## src/rtl/picorv_mem_arbiter_pkg.sv

```systemverilog
// Shared types and constants for the two-port PicoRV native-memory arbiter.
// DRAIN is only reachable when PICORV_ARB_TIMEOUT_EN is defined.
package picorv_arb_pkg;

  typedef enum logic [1:0] {
    IDLE  = 2'd0,
    GRANT = 2'd1,
    DRAIN = 2'd2
  } arb_state_e;

  localparam logic PORT_CORE = 1'b0;
  localparam logic PORT_AUX  = 1'b1;

  localparam logic [31:0] ERR_RDATA_DEFAULT = 32'hDEAD_BEEF;

endpackage

```

## src/rtl/picorv_mem_arbiter_if.sv

```systemverilog
// PicoRV native memory handshake bundle; master issues requests, slave completes them.
interface picorv_mem_arbiter_if;
  logic        valid;
  logic        instr;
  logic [31:0] addr;
  logic [31:0] wdata;
  logic [3:0]  wstrb;
  logic        ready;
  logic [31:0] rdata;

  modport master (output valid, instr, addr, wdata, wstrb, input ready, rdata);
  modport slave  (input valid, instr, addr, wdata, wstrb, output ready, rdata);
endinterface

```

## src/rtl/picorv_mem_arbiter_pick2.sv

```systemverilog
// Combinational two-way winner selection: round-robin on rr_ptr_i or fixed priority to the core port.
module picorv_arb_pick2
  import picorv_arb_pkg::*;
#(
  parameter bit RR_EN = 1'b1
) (
  input  logic [1:0] valid_i,
  input  logic       rr_ptr_i,
  output logic       any_o,
  output logic       win_o
);

  always_comb begin
    any_o = |valid_i;
    win_o = PORT_CORE;
    case (valid_i)
      2'b10:   win_o = PORT_AUX;
      2'b11:   win_o = RR_EN ? rr_ptr_i : PORT_CORE;
      default: win_o = PORT_CORE;
    endcase
  end

endmodule

```

## src/rtl/picorv_mem_arbiter.sv

```systemverilog
// Two-requester arbiter onto one PicoRV native memory port; latches the winner until completion.
// Define PICORV_ARB_TIMEOUT_EN to add the GRANT watchdog, the DRAIN state and err_timeout.
module picorv_mem_arbiter
  import picorv_arb_pkg::*;
#(
  parameter bit RR_EN = 1'b1
`ifdef PICORV_ARB_TIMEOUT_EN
  , parameter int unsigned TIMEOUT_CYCLES = 1024
  , parameter logic [31:0] ERR_RDATA      = ERR_RDATA_DEFAULT
`endif
) (
  input  logic                  HCLK,
  input  logic                  HRESET,
  picorv_mem_arbiter_if.slave   s0,
  picorv_mem_arbiter_if.slave   s1,
  picorv_mem_arbiter_if.master  m,
  output logic [1:0]            grant,
  output logic                  busy
`ifdef PICORV_ARB_TIMEOUT_EN
  , output logic                err_timeout
`endif
);

  arb_state_e  state_q, state_d;
  logic        rr_ptr_q, rr_ptr_d;
  logic        owner_q, owner_d;
  logic [1:0]  grant_q, grant_d;
  logic        m_valid_q, m_valid_d;
  logic        m_instr_q, m_instr_d;
  logic [31:0] m_addr_q, m_addr_d;
  logic [31:0] m_wdata_q, m_wdata_d;
  logic [3:0]  m_wstrb_q, m_wstrb_d;
  logic [1:0]  rdy;
  logic [31:0] s_rdata;
  logic        pick_any, pick_win;

`ifdef PICORV_ARB_TIMEOUT_EN
  localparam int unsigned CNT_W = (TIMEOUT_CYCLES > 2) ? $clog2(TIMEOUT_CYCLES) : 1;
  localparam logic [CNT_W-1:0] TO_LAST = CNT_W'(TIMEOUT_CYCLES - 1);
  logic [CNT_W-1:0] cnt_q, cnt_d;
  logic             err_q, err_d;
`endif

  picorv_arb_pick2 #(.RR_EN(RR_EN)) u_pick (
    .valid_i  ({s1.valid, s0.valid}),
    .rr_ptr_i (rr_ptr_q),
    .any_o    (pick_any),
    .win_o    (pick_win)
  );

  always_ff @(posedge HCLK or posedge HRESET) begin
    if (HRESET) begin
      state_q   <= IDLE;
      rr_ptr_q  <= PORT_CORE;
      owner_q   <= PORT_CORE;
      grant_q   <= 2'b00;
      m_valid_q <= 1'b0;
      m_instr_q <= 1'b0;
      m_addr_q  <= '0;
      m_wdata_q <= '0;
      m_wstrb_q <= '0;
`ifdef PICORV_ARB_TIMEOUT_EN
      cnt_q     <= '0;
      err_q     <= 1'b0;
`endif
    end else begin
      state_q   <= state_d;
      rr_ptr_q  <= rr_ptr_d;
      owner_q   <= owner_d;
      grant_q   <= grant_d;
      m_valid_q <= m_valid_d;
      m_instr_q <= m_instr_d;
      m_addr_q  <= m_addr_d;
      m_wdata_q <= m_wdata_d;
      m_wstrb_q <= m_wstrb_d;
`ifdef PICORV_ARB_TIMEOUT_EN
      cnt_q     <= cnt_d;
      err_q     <= err_d;
`endif
    end
  end

  always_comb begin
    state_d   = state_q;
    rr_ptr_d  = rr_ptr_q;
    owner_d   = owner_q;
    grant_d   = grant_q;
    m_valid_d = m_valid_q;
    m_instr_d = m_instr_q;
    m_addr_d  = m_addr_q;
    m_wdata_d = m_wdata_q;
    m_wstrb_d = m_wstrb_q;
    rdy       = 2'b00;
    s_rdata   = '0;
`ifdef PICORV_ARB_TIMEOUT_EN
    cnt_d     = cnt_q;
    err_d     = err_q;
`endif
    case (state_q)
      IDLE: begin
        if (pick_any) begin
          state_d   = GRANT;
          owner_d   = pick_win;
          m_valid_d = 1'b1;
          grant_d   = pick_win ? 2'b10 : 2'b01;
          m_instr_d = pick_win ? s1.instr : s0.instr;
          m_addr_d  = pick_win ? s1.addr  : s0.addr;
          m_wdata_d = pick_win ? s1.wdata : s0.wdata;
          m_wstrb_d = pick_win ? s1.wstrb : s0.wstrb;
`ifdef PICORV_ARB_TIMEOUT_EN
          cnt_d     = '0;
`endif
        end
      end
      GRANT: begin
        s_rdata = m.rdata;
        // A real completion in the limit cycle takes precedence over the timeout.
        if (m.ready) begin
          rdy[owner_q] = 1'b1;
          state_d      = IDLE;
          m_valid_d    = 1'b0;
          grant_d      = 2'b00;
          if (RR_EN) rr_ptr_d = ~owner_q;
        end
`ifdef PICORV_ARB_TIMEOUT_EN
        else if (cnt_q == TO_LAST) begin
          rdy[owner_q] = 1'b1;
          s_rdata      = ERR_RDATA;
          err_d        = 1'b1;
          state_d      = DRAIN;
        end else begin
          cnt_d = cnt_q + 1'b1;
        end
`endif
      end
`ifdef PICORV_ARB_TIMEOUT_EN
      DRAIN: begin
        // The late response belongs to a request the owner already saw fail; swallow it.
        if (m.ready) begin
          state_d   = IDLE;
          m_valid_d = 1'b0;
          grant_d   = 2'b00;
          if (RR_EN) rr_ptr_d = ~owner_q;
        end
      end
`endif
      default: state_d = IDLE;
    endcase
  end

  assign m.valid  = m_valid_q;
  assign m.instr  = m_instr_q;
  assign m.addr   = m_addr_q;
  assign m.wdata  = m_wdata_q;
  assign m.wstrb  = m_wstrb_q;
  assign s0.ready = rdy[PORT_CORE];
  assign s1.ready = rdy[PORT_AUX];
  assign s0.rdata = s_rdata;
  assign s1.rdata = s_rdata;
  assign grant    = grant_q;
  assign busy     = (state_q != IDLE);
`ifdef PICORV_ARB_TIMEOUT_EN
  assign err_timeout = err_q;
`endif

endmodule

```

## src/flat_wrapper.sv

```systemverilog
// flat-port wrapper written by rule: the top's interface ports become plain ports
module picorv_mem_arbiter_flat import picorv_arb_pkg::*;
#(
  parameter bit RR_EN = 1'b1

)
  (HCLK, HRESET, grant, busy, s0_valid, s0_instr, s0_addr, s0_wdata, s0_wstrb, s0_ready, s0_rdata, s1_valid, s1_instr, s1_addr, s1_wdata, s1_wstrb, s1_ready, s1_rdata, m_valid, m_instr, m_addr, m_wdata, m_wstrb, m_ready, m_rdata);
  picorv_mem_arbiter_if s0_i ();
  picorv_mem_arbiter_if s1_i ();
  picorv_mem_arbiter_if m_i ();
  input  logic HCLK;
  input  logic HRESET;
  output logic [1:0] grant;
  output logic busy;
  input wire logic [$bits(s0_i.valid)-1:0] s0_valid;
  input wire logic [$bits(s0_i.instr)-1:0] s0_instr;
  input wire logic [$bits(s0_i.addr)-1:0] s0_addr;
  input wire logic [$bits(s0_i.wdata)-1:0] s0_wdata;
  input wire logic [$bits(s0_i.wstrb)-1:0] s0_wstrb;
  output wire logic [$bits(s0_i.ready)-1:0] s0_ready;
  output wire logic [$bits(s0_i.rdata)-1:0] s0_rdata;
  input wire logic [$bits(s1_i.valid)-1:0] s1_valid;
  input wire logic [$bits(s1_i.instr)-1:0] s1_instr;
  input wire logic [$bits(s1_i.addr)-1:0] s1_addr;
  input wire logic [$bits(s1_i.wdata)-1:0] s1_wdata;
  input wire logic [$bits(s1_i.wstrb)-1:0] s1_wstrb;
  output wire logic [$bits(s1_i.ready)-1:0] s1_ready;
  output wire logic [$bits(s1_i.rdata)-1:0] s1_rdata;
  output wire logic [$bits(m_i.valid)-1:0] m_valid;
  output wire logic [$bits(m_i.instr)-1:0] m_instr;
  output wire logic [$bits(m_i.addr)-1:0] m_addr;
  output wire logic [$bits(m_i.wdata)-1:0] m_wdata;
  output wire logic [$bits(m_i.wstrb)-1:0] m_wstrb;
  input wire logic [$bits(m_i.ready)-1:0] m_ready;
  input wire logic [$bits(m_i.rdata)-1:0] m_rdata;
  assign s0_i.valid = s0_valid;
  assign s0_i.instr = s0_instr;
  assign s0_i.addr = s0_addr;
  assign s0_i.wdata = s0_wdata;
  assign s0_i.wstrb = s0_wstrb;
  assign s0_ready = s0_i.ready;
  assign s0_rdata = s0_i.rdata;
  assign s1_i.valid = s1_valid;
  assign s1_i.instr = s1_instr;
  assign s1_i.addr = s1_addr;
  assign s1_i.wdata = s1_wdata;
  assign s1_i.wstrb = s1_wstrb;
  assign s1_ready = s1_i.ready;
  assign s1_rdata = s1_i.rdata;
  assign m_valid = m_i.valid;
  assign m_instr = m_i.instr;
  assign m_addr = m_i.addr;
  assign m_wdata = m_i.wdata;
  assign m_wstrb = m_i.wstrb;
  assign m_i.ready = m_ready;
  assign m_i.rdata = m_rdata;
  picorv_mem_arbiter #(.RR_EN(RR_EN)) u_core (.HCLK(HCLK), .HRESET(HRESET), .s0(s0_i), .s1(s1_i), .m(m_i), .grant(grant), .busy(busy));
endmodule
```

## config.mk

```make
export PLATFORM = sky130hd
export DESIGN_NAME = picorv_mem_arbiter_flat
export DESIGN_NICKNAME = d
export VERILOG_FILES = /design/src/rtl/picorv_mem_arbiter_pkg.sv /design/src/rtl/picorv_mem_arbiter_if.sv /design/src/rtl/picorv_mem_arbiter_pick2.sv /design/src/rtl/picorv_mem_arbiter.sv /design/src/flat_wrapper.sv
export SDC_FILE = /design/constraint.sdc
export NUM_CORES = 1
export LEC_CHECK = 0
export BUFFER_PORTS_ARGS = -buffer_cell sky130_fd_sc_hd__buf_2
export CAP_MARGIN = 20
export CORE_AREA = 2 2 123 125
export CTS_CLUSTER_DIAMETER = 150
export DETAILED_ROUTE_END_ITERATION = 10
export DIE_AREA = 0 0 125 127
export SYNTH_ARGS = -nofsm -noshare
export SYNTH_HDL_FRONTEND = slang
export SYNTH_SLANG_ARGS = --single-unit
```

## constraint.sdc

```tcl
create_clock -name HCLK -period 2.4 [get_ports HCLK]
set_clock_uncertainty 0.05 [all_clocks]
set_input_delay 0.6 -clock HCLK [delete_from_list [all_inputs] [get_ports HCLK]]
set_output_delay 0.6 -clock HCLK [all_outputs]
set_load 0.02 [all_outputs]
```

==> qor.txt, run 1 <==
status - complete, no violations
postcts setup bufs - 0
CTS resizes - 0
area share of the largest cell type after synthesis - 48.1%
VDD IR max - 0.366 mV
Hold Crit Class - input port to async pin
DRC - 0
NumNets Final - 815
Leakage Power - 0.00295 uW
synthesized area per cell - 10.3 sq um
Setup crit start kind - register
kind of critical path - register to output pin
fraction of layout cells with a size suffix above 1 - 53.3%
synthesis-to-layout area growth - 46.9%
hpwl dp - 10600 um
Yosys reg bits - 74
DIE AREA - 15900 sq um
H-tree levels - 3
Max Clk Rate - 460 MHz
fin area - 5650 sq um
first-pass GRT wire length - 21700 um
number of buffers created by CTS - 9
total gr overflow - 0
Final period util - 90.6%
Hold Buf Count CTS - 0
sequential-to-total area share from yosys stat - 48.1%
width of the die - 125 um
final wirelength - 14000 um
power per cell area - 1190 nW/um^2
yosys warns - 0
clk sink count - 74
Final Hold Vio Count - 0
number of cell rows - 44
Slew @ Worst Pin - 0.697 ns
critical path peak fanout - 35
synth top area cells - dfrtp_1 48%, a221o_1 12%, and2_1 11%, buf_4 7.0%, a31oi_1 3.6%
Ant. Diodes - 0
GR Util All Layers - 17.3%
pins over their slew limit - 0
Clk Latency, worst-skew pair - 0.34 ns
number of global-route vias before repair - 4072
Routed Antenna Nets - 0
Starting Density - 26.7%
CP Data Arrival Time - 1.52 ns
unrepaired setup endpoints after global routing - false
worst path required time - 1.75 ns
Setup Total Neg Slack - 0 ns
CP Capture Type - output pin
Mapped Cells - 374
initial antenna violation count - 0
wire per inst - 16.9 um
Detailed Routing Iterations Pass 1 - 4
clk slew on worst S/H paths - 0.06 ns
Placed Cells - 813
chip height - 127 um
Core Region - 14400 sq um
via count - 4026
TritonCTS clock tree - built
routability cong. - 0.847
Port Buffers - 313
drt via density - 4.86
Post-Layout Cell Count - 829
largest net degree at the start of global routing - 75
Synth area leader - dfrtp_1
Post-Syn Nets - 549
Synth cell types - 24
setup violators final - 0
synthesized area - 3850 sq um
Tmin final - 2.17 ns
area post-placement - 5320 sq um
maxcap violations - 0
Max Buffers Root-to-Sink - 2
I/O pin cnt - 314
worst rel slew slack - 53.4%
Clock Root Buffer - clkbuf_16
DR iter-0 viols - 216
-- layer usage --
layer  routed length (um)  global-route usage [%]
met1                 5470                    20.7
met2                 6910                    29.0
met3                 1100                    4.36
met4                  550                    9.08
met5                    0                       0
-- state kept, by name, indices dropped and copies added (netlist names) --
register,cells
u_core.m.wstrb,4
u_core.m.instr,1
u_core.owner_q,1
u_core.m.addr,32
u_core.m.valid,1
u_core.rr_ptr_q,1
u_core.m.wdata,32
u_core.grant,2
-- path summary, 6_finish.rpt --
kind / from / end / slack (ns) / depth (start not counted)
worst max register to register: u_core.m.valid / u_core.m.addr[14] / 0.61 / 4
worst max-delay path: u_core.m.valid / s1_rdata[20] / 0.23 / 3
worst min register to register: u_core.rr_ptr_q / u_core.rr_ptr_q / 0.46 / 1
worst min-delay path: HRESET / u_core.m.wdata[31] / 0.31 / 3
min in group HCLK: s1_wdata[1] / u_core.m.wdata[1] / 0.44 / 2
max in group asynchronous: HRESET / u_core.m.addr[0] / 1.62 / 3
-- power breakdown --
part,internal [uW],switching [uW]
Sequential,1780,285
Clock,967,522
Combinational,1210,1940
Total,3960,2740
-- final cells by class --
class	instances	area (sq um)
fill	1468	8770
sequential	74	1850
timing repair buffer	322	1680
multi-input combinational	230	1540
clock buffer	12	256
tap	184	230
clock inverter	4	73.8
inverter	3	15.0
-- cell usage after synthesis --
master,n
dfrtp_1,74
buf_2,8
and2_0,13
inv_1,3
nor2_1,23
o21ba_2,1
o21bai_4,1
buf_6,8
o21ai_0,23
a221o_1,47
and3_1,1
a21oi_1,23
nand2b_1,2
a21oi_2,1
a31o_2,1
nor3_2,1
a31oi_1,22
a21o_1,2
and2b_2,1
buf_4,36
nand2_1,1
clkbuf_1,15
and2_1,66
a22oi_1,1
-- critical path, cell delays in order (launching register included) --
cell and delay, ns:
dfrtp_1 0.47, buf_4 0.30, and2_1 0.20, buf_2 0.21
-- cells in the final DEF, fill, tap and decap left out, drive strengths merged --
cell,Yosys,routed
and3,1,1
buf,52,322
o21ai,23,23
and2,79,79
a21o,2,2
a21oi,24,24
clkinvlp,0,1
bufinv,0,2
clkinv,0,2
a31o,1,1
a31oi,22,22
inv,3,2
nand2b,2,2
a22oi,1,1
nand2,1,1
nor2,23,23
nor3,1,1
and2b,1,1
clkbuf,15,12
o21ba,1,1
o21bai,1,1
dfrtp,74,74
a221o,47,47
-- through the flow --
stage	setup WS (ns)	total power [uW]	hold WS [ns]	utilization, %
after global routing	0.0949	7110	0.344	39.2
after detailed placement	0.301	5240	0.448	36.9
after CTS	0.190	6800	0.338	39.2
final	0.226	6700	0.312	39.2
after global placement	0.374	5190	0.436	36.9
after floorplan	0.327	4190	0.406	-
-- cell families (layout without fill, tap and decap cells) --
logic type | count (synthesis) | after routing | synth area share, %
AOI/OAI and AO/OA | 122 | 122 | 23.6
and+or+nand+nor | 108 | 108 | 16.2
DFF | 74 | 74 | 48.1
buffers and inverters | 70 | 341 | 12.2
Note: power is estimated with default switching activity, not from simulation.
==> inputs of run 2 (changes only) <==
Settings changed: CORE_AREA 2 2 123 125 to 2 2 122 124, DIE_AREA 0 0 125 127 to 0 0 124 126.
==> run 2 against run 1 <==
- maximum frequency grew 2.6%
- total power shrank 1.5%
- setup slack gained 0.055 ns
- critical path depth is the same
- first-iteration DRC count shrank 25%
- via count shrank 1.7%
- wire length grew 0.43%
- sequential power is essentially flat
- non-clock buffer count grew 2
- flip-flop and latch count is the same
- clock power shrank 8%
- sequential share of layout area grew 0.073 points
- largest cell class unchanged
==> qor.txt, run 2 (synthesis results as in run 1) <==
Post-Route Utilization - 39.4% (+0.24 points)
GR Util All Layers - 17.2% (-0.14 points)
clk slew on worst S/H paths - 0.06 ns (about the same)
worst setup path endpoint - s1_rdata[18]
setup violators final - 0 (unchanged)
number of cell rows - 44 (unchanged)
unrepaired setup endpoints after global routing - false
Reg2Reg Depth - 4 (unchanged)
number of buffers created by CTS - 9 (unchanged)
Final period util - 88.3% (-2.3 points)
commonest non-fill, non-tap cell in the layout - buf_2
Max Buffers Root-to-Sink - 2 (unchanged)
fraction of layout cells with a size suffix above 1 - 53.6% (+0.23 points)
Detailed Routing Iterations Pass 1 - 4 (unchanged)
Clock Root Buffer - clkbuf_16
Ant. Diodes - 0 (unchanged)
Port Buffers - 313 (unchanged)
wire per inst - 17.0 um (+0.31%)
Crit. Startpoint - u_core.m.valid
Leakage Power - 0.00295 uW (about the same)
reg2reg end - u_core.m.addr[6]
NumNets Final - 817 (+0.25%)
drt via density - 4.77 (-1.8%)
DIE AREA - 15600 sq um (-1.6%)
TritonCTS clock tree - built
worst path required time - 1.75 ns (about the same)
DR iter-0 viols - 162 (-25%)
H-tree levels - 3 (unchanged)
worst rel slew slack - 45.3% (-8.0 points)
Core Region - 14300 sq um (-0.76%)
pins over their slew limit - 0 (unchanged)
CP max stage cell - dfrtp_2
Clk Latency, worst-skew pair - 0.33 ns (about the same)
Hold Crit Class - input port to async pin
Reg2Reg Launch Point - u_core.m.valid
power per cell area - 1170 nW/um^2 (-1.4%)
final wirelength - 14100 um (+0.43%)
Routed Antenna Nets - 0 (unchanged)
maxcap violations - 0 (unchanged)
most frequent cells in the layout - 313 x buf_2, 73 x dfrtp_1, 66 x and2_1, 47 x a221o_1
I/O pin cnt - 314 (unchanged)
width of the die - 124 um (-0.80%)
total gr overflow - 0 (unchanged)
DP Worst Slack - 0.290 ns (-0.0111 ns)
PnR worst setup slack - 0.281 ns (+0.0550 ns)
critical path peak fanout - 20 (-43%)
clk sink count - 74 (unchanged)
CP Capture Type - output pin
hpwl dp - 10800 um (+1.4%)
CP Data Arrival Time - 1.47 ns (-0.05 ns)
initial antenna violation count - 0 (unchanged)
via count - 3959 (-1.7%)
Setup crit start kind - register
first-pass GRT wire length - 20400 um (-6.1%)
status - complete, no violations
Final Hold Vio Count - 0 (unchanged)
Starting Density - 26.9% (+0.21 points)
largest net degree at the start of global routing - 74 (-1.3%)
routability cong. - 0.833 (-1.6%)
Slew @ Worst Pin - 0.818 ns (+0.121 ns)
Tmin final - 2.12 ns (-0.0550 ns)
R2R setup slack - 0.53 ns (-0.08 ns)
kind of critical path - register to output pin
chip height - 126 um (-0.79%)
synthesis-to-layout area growth - 46.7%
VDD IR max - 0.408 mV (+11%)
largest stage delay on the critical path - 0.53 ns (+0.06 ns)
number of global-route vias before repair - 3943 (-3.2%)
Cell Chain, Critical Path - buf_4 -> and2_1 -> buf_2
Setup Total Neg Slack - 0 ns (unchanged)
DRC - 0 (unchanged)
Max Clk Rate - 472 MHz (+2.6%)
==> run 2: where the power goes <==
part / total, uW / internal, uW / switching, uW / leakage, uW
registers: 2080 / 1780 / 301 / 0.000878
logic: 3140 / 1210 / 1930 / 0.00192
clock network: 1370 / 882 / 486 / 0.000152
==> run 2: how the worst min path moves through the flow <==
stage,from,end,cells after the start
floorplan,u_core.rr_ptr_q,u_core.rr_ptr_q,1
global placement,u_core.owner_q,u_core.owner_q,1
detailed placement,u_core.rr_ptr_q,u_core.rr_ptr_q,1
CTS,HRESET,u_core.m.wdata[12],2
global route,HRESET,u_core.m.wstrb[3],2
finish,HRESET,u_core.m.wstrb[3],2
==> run 2: routing by layer <==
layer  vias up  global-route usage (%)  wire length (um)
met4         0                    5.16               210
met2       224                    30.4              7190
li1       1854                       -                 -
met5         -                       0                 0
met1      1865                    20.2              5510
met3        16                    4.48              1180
==> run 2: area by class of cell <==
class,instances,area [sq um]
flip-flops and latches,74,1850
clock buffers,13,270
clock inverters,2,35.0
fillers,1460,8670
multi-input cells,230,1540
inverters,3,15.0
repair buffers,324,1700
well taps,184,230
==> run 2: critical path, delay by kind of cell (launching register included) <==
| kind | cells | cell delay, ns |
|---|---|---|
| buf+inv | 2 | 0.43 |
| flops | 1 | 0.53 |
| simple gates | 1 | 0.17 |
==> run 2: through the flow <==
stage / instance area, sq um / instances / hold slack [ns] / power (uW)
global route: 5650 / 830 / 0.419 / 6990
finish: 5650 / 830 / 0.361 / 6600
floorplan: 3850 / 374 / 0.406 / 4190
CTS: 5640 / 830 / 0.398 / 6690
detailed placement: 5340 / 815 / 0.453 / 5270
global placement: 5340 / 815 / 0.434 / 5210
==> run 2: what timing repair did <==
item                                   4_1_cts  5_1_grt
resized for setup                            0        1
setup buffers                                0        0
hold buffers                                 0        0
endpoints found under the hold margin        0        0
setup endpoints to repair                    0       32
